### config.mk
export PLATFORM = sky130hd
export DESIGN_NAME = thermo_ramp
export DESIGN_NICKNAME = d
export VERILOG_FILES = /design/src/rtl/thermo_ramp.sv
export SDC_FILE = /design/constraint.sdc
export NUM_CORES = 1
export LEC_CHECK = 0
export CORE_MARGIN = 2
export CORE_UTILIZATION = 30
export DETAILED_ROUTE_END_ITERATION = 8
export PLACE_DENSITY = 0.57
export SLEW_MARGIN = 20
export SYNTH_ARGS = -nofsm -noshare
export SYNTH_HDL_FRONTEND = slang
export SYNTH_SLANG_ARGS = --single-unit
### constraint.sdc
create_clock -name clk -period 2.74 [get_ports clk]
set_clock_uncertainty 0.2 [all_clocks]
set_input_delay 0.411 -clock clk [delete_from_list [all_inputs] [get_ports clk]]
set_output_delay 0.411 -clock clk [all_outputs]
set_load 0.05 [all_outputs]
### src/rtl/thermo_ramp.sv
`default_nettype none
// ============================================================================
//  Module   : thermo_ramp
//  Purpose  : Thermometer-code LED ramp. On a start strobe the lit count
//             (level) walks one step every STEP_CYCLES clocks towards the
//             requested target, then pulses done for one cycle.
//  Ports    : clk    - single clock, rising edge
//             rst_n  - synchronous active-low reset
//             start  - request strobe, sampled every edge
//             target - requested level (clamped to N_LEDS), used when start=1
//             leds   - thermometer code: leds[i] = (i < level)
//             level  - current lit count
//             busy   - ramp in progress
//             done   - one-cycle completion pulse
//  Options  : THERMO_RAMP_AUTO_RETURN_EN - after an upward ramp reaches a
//             non-zero target, ramp straight back down to 0 before done.
//  Revision : 1.0 - initial release
// ============================================================================
module thermo_ramp #(
    parameter  int N_LEDS      = 16,
    parameter  int STEP_CYCLES = 4,
    localparam int LVL_W       = $clog2(N_LEDS + 1)
) (
    input  logic             clk,
    input  logic             rst_n,
    input  logic             start,
    input  logic [LVL_W-1:0] target,
    output logic [N_LEDS-1:0] leds,
    output logic [LVL_W-1:0] level,
    output logic             busy,
    output logic             done
);

    localparam int PRE_W = (STEP_CYCLES > 1) ? $clog2(STEP_CYCLES) : 1;

    localparam logic [LVL_W-1:0] c_max_lvl   = LVL_W'(N_LEDS);
    localparam logic [PRE_W-1:0] c_presc_max = PRE_W'(STEP_CYCLES - 1);

    localparam logic [1:0] c_st_idle = 2'd0;
    localparam logic [1:0] c_st_up   = 2'd1;
    localparam logic [1:0] c_st_down = 2'd2;

    logic [1:0]        r_state, w_state_nxt;
    logic [LVL_W-1:0]  r_level, w_level_nxt;
    logic [LVL_W-1:0]  r_tgt,   w_tgt_nxt;
    logic [PRE_W-1:0]  r_presc, w_presc_nxt;
    logic [N_LEDS-1:0] r_leds,  w_leds_nxt;
    logic              r_busy,  w_busy_nxt;
    logic              r_done,  w_done_nxt;

    logic [LVL_W-1:0]  w_tgt_in;
    logic [LVL_W-1:0]  w_lvl_step;
    logic              w_step;

    assign w_tgt_in = (target > c_max_lvl) ? c_max_lvl : target;
    assign w_step   = (r_presc == c_presc_max);

    always_comb begin
        w_state_nxt = r_state;
        w_level_nxt = r_level;
        w_tgt_nxt   = r_tgt;
        w_presc_nxt = r_presc;
        w_busy_nxt  = r_busy;
        w_done_nxt  = 1'b0;
        w_lvl_step  = r_level;

        // Saturating step; the direction invariants already keep level in
        // range, the guards make that independent of them.
        if (r_state == c_st_up) begin
            if (r_level != c_max_lvl) w_lvl_step = r_level + LVL_W'(1);
        end else if (r_state == c_st_down) begin
            if (r_level != '0) w_lvl_step = r_level - LVL_W'(1);
        end

        if (start) begin
            // A start on a step edge wins: direction uses the pre-step level.
            w_tgt_nxt   = w_tgt_in;
            w_presc_nxt = '0;
            if (w_tgt_in > r_level) begin
                w_state_nxt = c_st_up;
                w_busy_nxt  = 1'b1;
            end else if (w_tgt_in < r_level) begin
                w_state_nxt = c_st_down;
                w_busy_nxt  = 1'b1;
            end else begin
                w_state_nxt = c_st_idle;
                w_busy_nxt  = 1'b0;
                w_done_nxt  = 1'b1;
            end
        end else if (r_state != c_st_idle) begin
            if (w_step) begin
                w_presc_nxt = '0;
                w_level_nxt = w_lvl_step;
                if (w_lvl_step == r_tgt) begin
`ifdef THERMO_RAMP_AUTO_RETURN_EN
                    if ((r_state == c_st_up) && (r_tgt != '0)) begin
                        w_state_nxt = c_st_down;
                        w_tgt_nxt   = '0;
                    end else begin
                        w_state_nxt = c_st_idle;
                        w_busy_nxt  = 1'b0;
                        w_done_nxt  = 1'b1;
                    end
`else
                    w_state_nxt = c_st_idle;
                    w_busy_nxt  = 1'b0;
                    w_done_nxt  = 1'b1;
`endif
                end
            end else begin
                w_presc_nxt = r_presc + PRE_W'(1);
            end
        end
    end

    // LEDs are decoded from the next level and registered alongside it so
    // leds and level always change on the same edge.
    for (genvar gi = 0; gi < N_LEDS; gi++) begin : g_leds
        assign w_leds_nxt[gi] = (w_level_nxt > LVL_W'(gi));
    end

    always_ff @(posedge clk) begin
        if (!rst_n) begin
            r_state <= c_st_idle;
            r_level <= '0;
            r_tgt   <= '0;
            r_presc <= '0;
            r_leds  <= '0;
            r_busy  <= 1'b0;
            r_done  <= 1'b0;
        end else begin
            r_state <= w_state_nxt;
            r_level <= w_level_nxt;
            r_tgt   <= w_tgt_nxt;
            r_presc <= w_presc_nxt;
            r_leds  <= w_leds_nxt;
            r_busy  <= w_busy_nxt;
            r_done  <= w_done_nxt;
        end
    end

    assign leds  = r_leds;
    assign level = r_level;
    assign busy  = r_busy;
    assign done  = r_done;

endmodule
`default_nettype wire

==> results of run 1 <==
-- final timing paths --
| path | from | end | slack [ns] | depth (start not counted) |
|---|---|---|---|---|
| setup reg to reg | level[0]$_SDFF_PN0_ | leds[14]$_SDFF_PN0_ | 0.02 | 8 |
| hold / removal | r_presc[1]$_SDFFE_PP0N_ | r_presc[1]$_SDFFE_PP0N_ | 0.25 | 2 |
| hold reg to reg | r_presc[1]$_SDFFE_PP0N_ | r_presc[1]$_SDFFE_PP0N_ | 0.25 | 2 |
| setup / recovery | level[0]$_SDFF_PN0_ | leds[14]$_SDFF_PN0_ | 0.02 | 8 |
-- per-layer routing --
| metal | part of all wire (%) | vias up | track usage (%) | wire length (um) |
|---|---|---|---|---|
| met1 | 48 | 797 | 20.0 | 2270 |
| met2 | 46 | 43 | 23.9 | 2180 |
| met4 | 1.3 | 0 | 5.83 | 63 |
| met5 | 0 | - | 0 | 0 |
| met3 | 3.9 | 6 | 3.52 | 181 |
| li1 | - | 818 | - | - |
-- power breakdown --
group          switching (uW)  internal, uW  total, uW
Sequential               12.1           481        493
Combinational             105          74.9        180
Clock                     171           224        395
Total                     289           779       1070
-- flip-flops by register name, summed over array words and instances (netlist names) --
| signal | cells |
|---|---|
| leds | 16 |
| level | 5 |
| r_tgt | 5 |
| r_presc | 2 |
| r_state | 2 |
| busy | 1 |
| done | 1 |
-- what timing repair did --
item | in CTS | in global routing
gates resized for setup | 0 | 2
setup endpoints to repair | 0 | 3
setup buffers | 0 | 0
-- worst reg2reg max path, cell delays in order (launching register included) --
cell       delay, ns
dfxtp_1         0.41
inv_1           0.10
ha_1            0.28
nor4b_4         0.18
a211o_1         0.29
a2111oi_0       0.51
a21oi_1         0.20
nor2_1          0.32
a21o_2          0.18
-- stage by stage --
stage	TNS, ns	total power, uW	instance area [sq um]	utilization, %	instances
floorplan	0	621	1810	-	205
global placement	0	683	2260	38.4	316
detailed placement	0	682	2260	38.4	316
CTS	0	1070	2360	40.0	323
global route	-0.318	1110	2360	40.2	323
finish	0	1070	2360	40.2	323
-- cells by family (layout without fill, tap and decap cells) --
| group | after synthesis | count (layout) |
|---|---|---|
| AOI/OAI and AO/OA | 53 | 53 |
| adders and majority gates | 8 | 8 |
| muxes | 6 | 6 |
| and+or+nand+nor | 78 | 78 |
| DFF | 32 | 32 |
| xor gates and xnor gates | 8 | 8 |
| buffers and inverters | 20 | 63 |
-- cell type report --
type                    instances  area share [%]
multi-input cells             153            45.5
repair buffers                 46            17.8
clock buffers                   7            4.07
flip-flops and latches         32            27.1
well taps                      75            3.97
inverters                      10            1.59
-- synthesized netlist by cell type, drive strengths merged (5+ instances only) --
cell type / n
buf: 7
inv: 10
o21ai: 5
o31ai: 5
nor3: 7
nor2: 22
ha: 8
a21o: 6
nand2: 14
dfxtp: 32
a21oi: 11
nand3: 5
xnor2: 5
mux2i: 6
==> flow_metrics.env, run 1 <==
export IMPL_status="finished clean"
export IMPL_htreeDepth=2
export IMPL_synthFlopType="dfxtp_1"
export IMPL_drt_first_iter_violations=123
export IMPL_syn_avg_cell_area_sq_um=8.84
export IMPL_synth_fa_ha_area_share_pct=5.52
export IMPL_synth_simple_area_share_pct=24.4
export IMPL_setup_worst_path_class="register to register"
export IMPL_holdWs_ns=0.252
export IMPL_fp_row_count=28
export IMPL_dp_hpwl_um=3610
export IMPL_start_kind="register"
export IMPL_timing_final_ws_setup_ns=0.0229
export IMPL_mostFrequentLayoutCells="dfxtp_1 (32), clkdlybuf4s50_1 (30), nor2_1 (21)"
export IMPL_path_cells="inv_1 > ha_1 > nor4b_4 > a211o_1 > a2111oi_0 > a21oi_1 > nor2_1 > a21o_2"
export IMPL_hold_path_class="register to register"
export IMPL_grt_overflow_total=0
export IMPL_period_needed_ns=2.72
export IMPL_mostFrequentLayoutCell="dfxtp_1"
export IMPL_nNetsFinal=264
export IMPL_worstPathBufferInverterCount=1
export IMPL_cap_viol_max_count=0
export IMPL_synth_top_family_by_area="simple AND/OR/NAND/NOR gates"
export IMPL_path_clk_slew_ns=0.07
export IMPL_initial_utilization_pct=30.8
export IMPL_crit_arrival_ns=2.75
export IMPL_cts_sink_count=32
export IMPL_cts_tree="built"
export IMPL_seq_area_frac_synth_pct=35.4
export IMPL_synthTopCellsByArea="dfxtp_1 (35%), ha_1 (5.5%), nor2_1 (4.6%), mux2i_1 (3.3%), nand2_1 (2.9%)"
export IMPL_final_max_slew_viol_count=0
export IMPL_cts_root_buf="clkbuf_8"
export IMPL_clock_latency_ns=0.29
export IMPL_tightest_slew_ns=0.497
export IMPL_yosysTopAreaCell="dfxtp_1"
export IMPL_seqCellArea_sq_um=641
export IMPL_syn_inst=205
export IMPL_cts_made_buffers=5
export IMPL_relSlewSlack_pct=66.0
export IMPL_viasPerCell=5.15
export IMPL_crit_fanout=6
export IMPL_wl_um=4690
export IMPL_end_kind="register"
export IMPL_synth_compound_area_share_pct=21.8
export IMPL_synth_edf_count=0
export IMPL_port_buffers=30
export IMPL_clockBufferDepth=2
export IMPL_hold_viol_final=0
export IMPL_drt_pass1_iter_count=4
export IMPL_multi_input_area_sq_um=1080
export IMPL_muxShareOfSynthArea_pct=3.31
export IMPL_power_density_nw_per_um2=452
export IMPL_cpPeakStageDelay_ns=0.51
export IMPL_wire_per_inst_um=14.5
export IMPL_gp_congestion=0.835
export IMPL_grt_max_degree=15
export IMPL_synth_top_area_share_pct=35.4
export IMPL_slowest_stage="a2111oi_0"
export IMPL_finalCritPeriodShare_pct=99.2
export IMPL_nFillCells=611
export IMPL_synth_xor_area_share_pct=3.87
export IMPL_ys_ff_latch=32
export IMPL_diodes=0
export IMPL_die_w_um=81.7
export IMPL_fmax_mhz=368
export IMPL_async_flop_share_pct=0
export IMPL_ios=31
export IMPL_die_y_um=81.7
export IMPL_setup_viol=0
export IMPL_irDropWorstVdd_uv=226
export IMPL_antenna_found_initial=0
export IMPL_yosys_warnings=0
export IMPL_yosysUniqueCellTypes=56
export IMPL_drcViolationCount=0
export IMPL_p_leak_uw=0.000985
export IMPL_cp_required_ns=2.78
export IMPL_area_delta_synth_final_pct=30.5
export IMPL_synth_area_sq_um=1810
export IMPL_path_delay_family="compound AO/OA/AOI/OAI gates"
export IMPL_cts_hold_repair_buffers=0
export IMPL_pre_cts_slack_ns=0.0765
export IMPL_coreArea_sq_um=5890
export IMPL_layout_drive_gt1_share_pct=18.1
export IMPL_grt_pass1_vias=1625
export IMPL_syn_nets=221
export IMPL_vias=1664
export IMPL_die_area_sq_um=6680
export IMPL_gr_usage_all_layers_pct=15.1
export IMPL_grt_pass1_wl_um=7680
export IMPL_ant_nets=0
No activity file was read; power rests on OpenSTA's default activity.
==> inputs of run 2 (changes only) <==
Settings changed: CORE_UTILIZATION 30 to 40, PLACE_DENSITY 0.57 to 0.7, SETUP_SLACK_MARGIN from default to 0.2.
==> run 2 against run 1 <==
Final cell count decreased by 8.4%. Global-route usage increased by 2.3 points. Worst setup slack improved by 0.27 ns. Utilization increased by 13 points. Wire length decreased by 8.3%. Combinational power decreased by 5%. Critical path type unchanged. Cell area decreased by 1.7%. Largest cell class unchanged.
==> flow_metrics.env, run 2 (synthesized netlist as in run 1, its figures left out) <==
export IMPL_end_kind="register"
export IMPL_relSlewSlack_pct=65.8
export IMPL_largest_reg_flops=16
export IMPL_finalCritPeriodShare_pct=89.4
export IMPL_grt_pass1_wl_um=6960
export IMPL_worstPathBufferInverterCount=1
export IMPL_path_cells="inv_1 > ha_1 > nor4b_4 > o31a_1 > o22ai_1 > xor2_1 > o41ai_2 > nor3b_2"
export IMPL_clockBufferDepth=2
export IMPL_p_leak_uw=0.000970
export IMPL_min_to="r_presc[1]$_SDFFE_PP0N_"
export IMPL_area_delta_synth_final_pct=28.3
export IMPL_hold_path_class="register to register"
export IMPL_ios=31
export IMPL_fmax_mhz=408
export IMPL_port_buffers=30
export IMPL_irDropWorstVdd_uv=305
export IMPL_status="finished clean"
export IMPL_die_w_um=71.3
export IMPL_nNetsFinal=259
export IMPL_cts_made_buffers=5
export IMPL_diodes=0
export IMPL_period_needed_ns=2.45
export IMPL_gp_congestion=0.876
export IMPL_mostFrequentLayoutCell="clkdlybuf4s50_1"
export IMPL_antenna_found_initial=0
export IMPL_mostFrequentLayoutCells="clkdlybuf4s50_1 (30), dfxtp_1 (27), nor2_1 (22)"
export IMPL_cts_root_buf="clkbuf_8"
export IMPL_timing_rr_start="level[1]$_SDFF_PN0_"
export IMPL_crit_fanout=6
export IMPL_r2r_slack_ns=0.29
export IMPL_hold_viol_final=0
export IMPL_die_area_sq_um=5080
export IMPL_vias=1580
export IMPL_drt_first_iter_violations=107
export IMPL_htreeDepth=2
export IMPL_tightest_slew_ns=0.511
export IMPL_cp_required_ns=2.75
export IMPL_cts_tree="built"
export IMPL_final_max_slew_viol_count=0
export IMPL_viasPerCell=5.34
export IMPL_path_clk_slew_ns=0.06
export IMPL_initial_utilization_pct=41.6
export IMPL_fin_cells=296
export IMPL_cts_sink_count=32
export IMPL_wl_um=4300
export IMPL_final_util_pct=53.4
export IMPL_grt_max_degree=18
export IMPL_grt_overflow_total=0
export IMPL_cpPeakStageDelay_ns=0.39
export IMPL_power_density_nw_per_um2=476
export IMPL_slowest_stage="nor4b_4"
export IMPL_path_delay_family="compound AO/OA/AOI/OAI gates"
export IMPL_wire_per_inst_um=14.5
export IMPL_die_y_um=71.3
export IMPL_clock_latency_ns=0.28
export IMPL_hp_start="r_presc[1]$_SDFFE_PP0N_"
export IMPL_setup_worst_path_class="register to register"
export IMPL_holdWs_ns=0.257
export IMPL_layout_drive_gt1_share_pct=18.9
export IMPL_coreArea_sq_um=4350
export IMPL_gr_usage_all_layers_pct=17.4
export IMPL_cp_depth=8
export IMPL_dp_hpwl_um=3250
export IMPL_crit_arrival_ns=2.46
export IMPL_grt_pass1_vias=1393
export IMPL_drt_pass1_iter_count=4
export IMPL_min_path_cells=2
export IMPL_ant_nets=0
export IMPL_drcViolationCount=0
export IMPL_tns_ns=0
export IMPL_cap_viol_max_count=0
export IMPL_timing_rr_end="done$_SDFF_PN0_"
export IMPL_placed_cells=286
export IMPL_start_kind="register"
export IMPL_rsz0062_at_grt="true"
export IMPL_setup_viol=0
export IMPL_nFillCells=390
export IMPL_fp_row_count=24
export IMPL_worstRegToRegCells=8
## run 2: cell count changes in the layout (fill, tap and decap cells not counted), moves of 2 or more
cell      previous run  this run
buf_4               16        11
dfxtp_2              0         5
dfxtp_1             32        27
clkbuf_8             7         5
## run 2: area by class of cell
type	count	area, sq um	area share [%]
clock inverters	2	35.0	1.51
clock buffers	6	72.6	3.12
flip-flops and latches	32	647	27.8
inverters	10	37.5	1.61
well taps	52	65.1	2.80
multi-input cells	153	1080	46.7
repair buffers	41	383	16.5
## run 2: report_power, final
part,switching [uW],internal [uW]
Sequential,15.5,481
Combinational,100,70.9
Clock,169,269
## run 2: worst max-delay path by stage
stage	start	endpoint
after floorplan	level[3]$_SDFF_PN0_	done$_SDFF_PN0_
after global placement	level[3]$_SDFF_PN0_	done$_SDFF_PN0_
after detailed placement	level[3]$_SDFF_PN0_	done$_SDFF_PN0_
after CTS	r_state[0]$_SDFFE_PN0P_	done$_SDFF_PN0_
after global routing	level[0]$_SDFF_PN0_	done$_SDFF_PN0_
final	level[1]$_SDFF_PN0_	done$_SDFF_PN0_
## run 2: layer usage
| metal | vias up | global-route usage [%] | wire, um |
|---|---|---|---|
| met2 | 27 | 26.6 | 2090 |
| met1 | 743 | 24.8 | 2020 |
| met4 | 0 | 5.03 | 48 |
| li1 | 803 | - | - |
| met5 | - | 0 | 0 |
| met3 | 7 | 3.52 | 149 |
## run 2: worst register-to-register path: stages (launching register included)
cell and delay, ns:
dfxtp_2 0.32, inv_1 0.08, ha_1 0.26, nor4b_4 0.39, o31a_1 0.23, o22ai_1 0.12, xor2_1 0.20, o41ai_2 0.36
nor3b_2 0.21
## run 2: metrics by stage
stage,setup slack (ns),area (sq um),power (uW)
2_1_floorplan,0.240,1820,621
3_3_place_gp,0.175,2180,673
3_5_place_dp,0.173,2180,674
4_1_cts,0.263,2300,1110
5_1_grt,0.122,2320,1150
6_report,0.290,2320,1110
## run 2: repair_timing
item | in CTS | in global routing
hold buffers | 0 | 0
resized for setup | 2 | 3
cloned | 0 | 0
pin swaps | 0 | 0
buffers inserted | 0 | 2
setup endpoints to repair | 2 | 8
==> inputs of run 3 (changes only) <==
Settings changed: PLACE_DENSITY 0.7 to default, PLACE_DENSITY_LB_ADDON from default to 0.05.
==> run 3 against run 2 <==
Sequential power barely moved. Final cell count grew 0.68%. Clock power is 12% lower. Count of clock-buffer cells in the layout rose by 1. First-iteration DRC count grew 7.5%. Power decreased by 4.5%. Critical path type unchanged. Critical endpoint is now leds[0]$_SDFF_PN0_.
==> flow_metrics.env, run 3 (synthesized netlist as in run 1, its figures left out) <==
export IMPL_slowest_stage="a2111oi_2"
export IMPL_die_y_um=71.3
export IMPL_die_area_sq_um=5080
export IMPL_pwr_share_clk_pct=36.4
export IMPL_wl_met2_um=2120
export IMPL_ant_nets=0
export IMPL_clock_latency_ns=0.28
export IMPL_hp_start="r_presc[1]$_SDFFE_PP0N_"
export IMPL_cp_common_cell="buf_4"
export IMPL_p_int_uw=758
export IMPL_ios=31
export IMPL_end_kind="register"
export IMPL_cap_viol_max_count=0
export IMPL_cts_made_buffers=5
export IMPL_clockBufferDepth=2
export IMPL_gp_congestion=0.835
export IMPL_wl_met1_um=2200
export IMPL_antenna_found_initial=0
export IMPL_start_kind="register"
export IMPL_p_comb_share_pct=16.8
export IMPL_power_density_nw_per_um2=453
export IMPL_cts_root_buf="clkbuf_8"
export IMPL_relSlewSlack_pct=66.0
export IMPL_gr_usage_all_layers_pct=19.9
export IMPL_vias=1646
export IMPL_pwr_share_seq_pct=46.8
export IMPL_path_clk_slew_ns=0.07
export IMPL_placed_cells=287
export IMPL_grt_pass1_vias=1630
export IMPL_port_buffers=30
export IMPL_nFillCells=401
export IMPL_nNetsFinal=261
export IMPL_p_leak_uw=0.000970
export IMPL_grt_pass1_wl_um=7920
export IMPL_wl_um=4620
export IMPL_mostFrequentLayoutCell="clkdlybuf4s50_1"
export IMPL_die_w_um=71.3
export IMPL_drcViolationCount=0
export IMPL_swShare_pct=28.2
export IMPL_seqCellArea_sq_um=646
export IMPL_initial_utilization_pct=41.6
export IMPL_multi_input_area_sq_um=1090
export IMPL_diodes=0
export IMPL_routed_top_layer="met4"
export IMPL_area_delta_synth_final_pct=28.7
export IMPL_largest_reg_flops=16
export IMPL_timing_rr_start="level[0]$_SDFF_PN0_"
export IMPL_cpPeakStageDelay_ns=0.35
export IMPL_worstPathBufferInverterCount=3
export IMPL_status="finished clean"
export IMPL_tightest_slew_ns=0.509
export IMPL_cts_sink_count=32
export IMPL_viasPerCell=5.52
export IMPL_hold_viol_final=0
export IMPL_path_cells="inv_1 > ha_2 > nor4b_4 > a211o_1 > a2111oi_2 > a21oi_1 > buf_4 > buf_4 > and2_1 > a31oi_1"
export IMPL_drt_pass1_iter_count=4
export IMPL_grt_overflow_total=0
export IMPL_setup_worst_path_class="register to register"
export IMPL_final_max_slew_viol_count=0
export IMPL_tns_ns=0
export IMPL_period_needed_ns=2.40
export IMPL_irDropWorstVdd_uv=322
export IMPL_setup_viol=0
export IMPL_p_sw_uw=298
export IMPL_cts_tree="built"
export IMPL_crit_arrival_ns=2.41
export IMPL_wl_met3_um=225
export IMPL_path_delay_family="compound AO/OA/AOI/OAI gates"
export IMPL_htreeDepth=2
export IMPL_fmax_mhz=417
export IMPL_fin_cells=298
export IMPL_rsz0062_at_grt="false"
export IMPL_cp_required_ns=2.74
export IMPL_finalCritPeriodShare_pct=87.6
export IMPL_hold_path_class="register to register"
export IMPL_crit_fanout=6
export IMPL_fp_row_count=24
export IMPL_crit_start="level[0]$_SDFF_PN0_"
export IMPL_wire_per_inst_um=15.5
export IMPL_drt_first_iter_violations=115
export IMPL_layout_drive_gt1_share_pct=19.9
export IMPL_cts_hold_repair_buffers=0
export IMPL_coreArea_sq_um=4350
export IMPL_mostFrequentLayoutCells="clkdlybuf4s50_1 (30), dfxtp_1 (28), nor2_1 (22)"
export IMPL_grt_max_degree=15
export IMPL_dp_hpwl_um=3510
==> run 3: cell count changes in the layout (fill, tap and decap cells not counted), sizes merged <==
cell | previous run | this run
bufinv | 1 | 0
clkbuf | 6 | 7
clkinv | 1 | 0
clkinvlp | 0 | 1
buf | 11 | 13
==> run 3: layout make-up <==
| cell class | instances | area share, % |
|---|---|---|
| repair buffers | 43 | 17.1 |
| well taps | 52 | 2.79 |
| clock inverters | 1 | 0.322 |
| flip-flops and latches | 32 | 27.7 |
| clock buffers | 7 | 3.70 |
| multi-input cells | 153 | 46.8 |
| inverters | 10 | 1.61 |
==> run 3: timing repair <==
action | 4_1_cts | 5_1_grt
endpoints found under the setup margin | 1 | 13
cloned | 0 | 0
pin swaps | 0 | 1
setup buffers | 2 | 1
gates resized for setup | 0 | 7
==> run 3: path summary, 6_finish.rpt <==
| check | endpoint | slack, ns | cells past startpoint |
|---|---|---|---|
| worst max-delay path | leds[0]$_SDFF_PN0_ | 0.34 | 10 |
| worst min-delay path | r_presc[1]$_SDFFE_PP0N_ | 0.26 | 2 |
| worst max register to register | leds[0]$_SDFF_PN0_ | 0.34 | 10 |
| worst min register to register | r_presc[1]$_SDFFE_PP0N_ | 0.26 | 2 |
==> run 3: power by group through the flow <==
stage / registers (uW) / clock network, uW / logic, uW
after CTS: 494 / 395 / 174
after global routing: 496 / 414 / 194
after floorplan: 530 / 0 / 90.4
after detailed placement: 505 / 0 / 173
after global placement: 505 / 0 / 170
final: 494 / 384 / 178
==> run 3: worst register-to-register path, cell delays in order (launching register included) <==
cell and delay [ns]:
dfxtp_2 0.33, inv_1 0.06, ha_2 0.22, nor4b_4 0.15, a211o_1 0.30, a2111oi_2 0.35, a21oi_1 0.07, buf_4 0.16
buf_4 0.13, and2_1 0.17, a31oi_1 0.17
==> run 3: through the flow <==
stage	hold slack (ns)	instance area [sq um]	util [%]	worst slack, ns	power [uW]
2_1_floorplan	0.234	1820	-	0.240	621
3_3_place_gp	0.241	2190	50.3	0.231	675
3_5_place_dp	0.257	2190	50.3	0.117	678
4_1_cts	0.265	2300	52.8	0.233	1060
5_1_grt	0.299	2330	53.6	0.204	1100
6_report	0.263	2330	53.6	0.339	1060
==> run 3: layer usage <==
metal,GRT usage (%),vias to the layer above
li1,-,806
met1,25.9,787
met2,31.2,45
met3,5.49,8
met4,8.60,0
met5,0,-
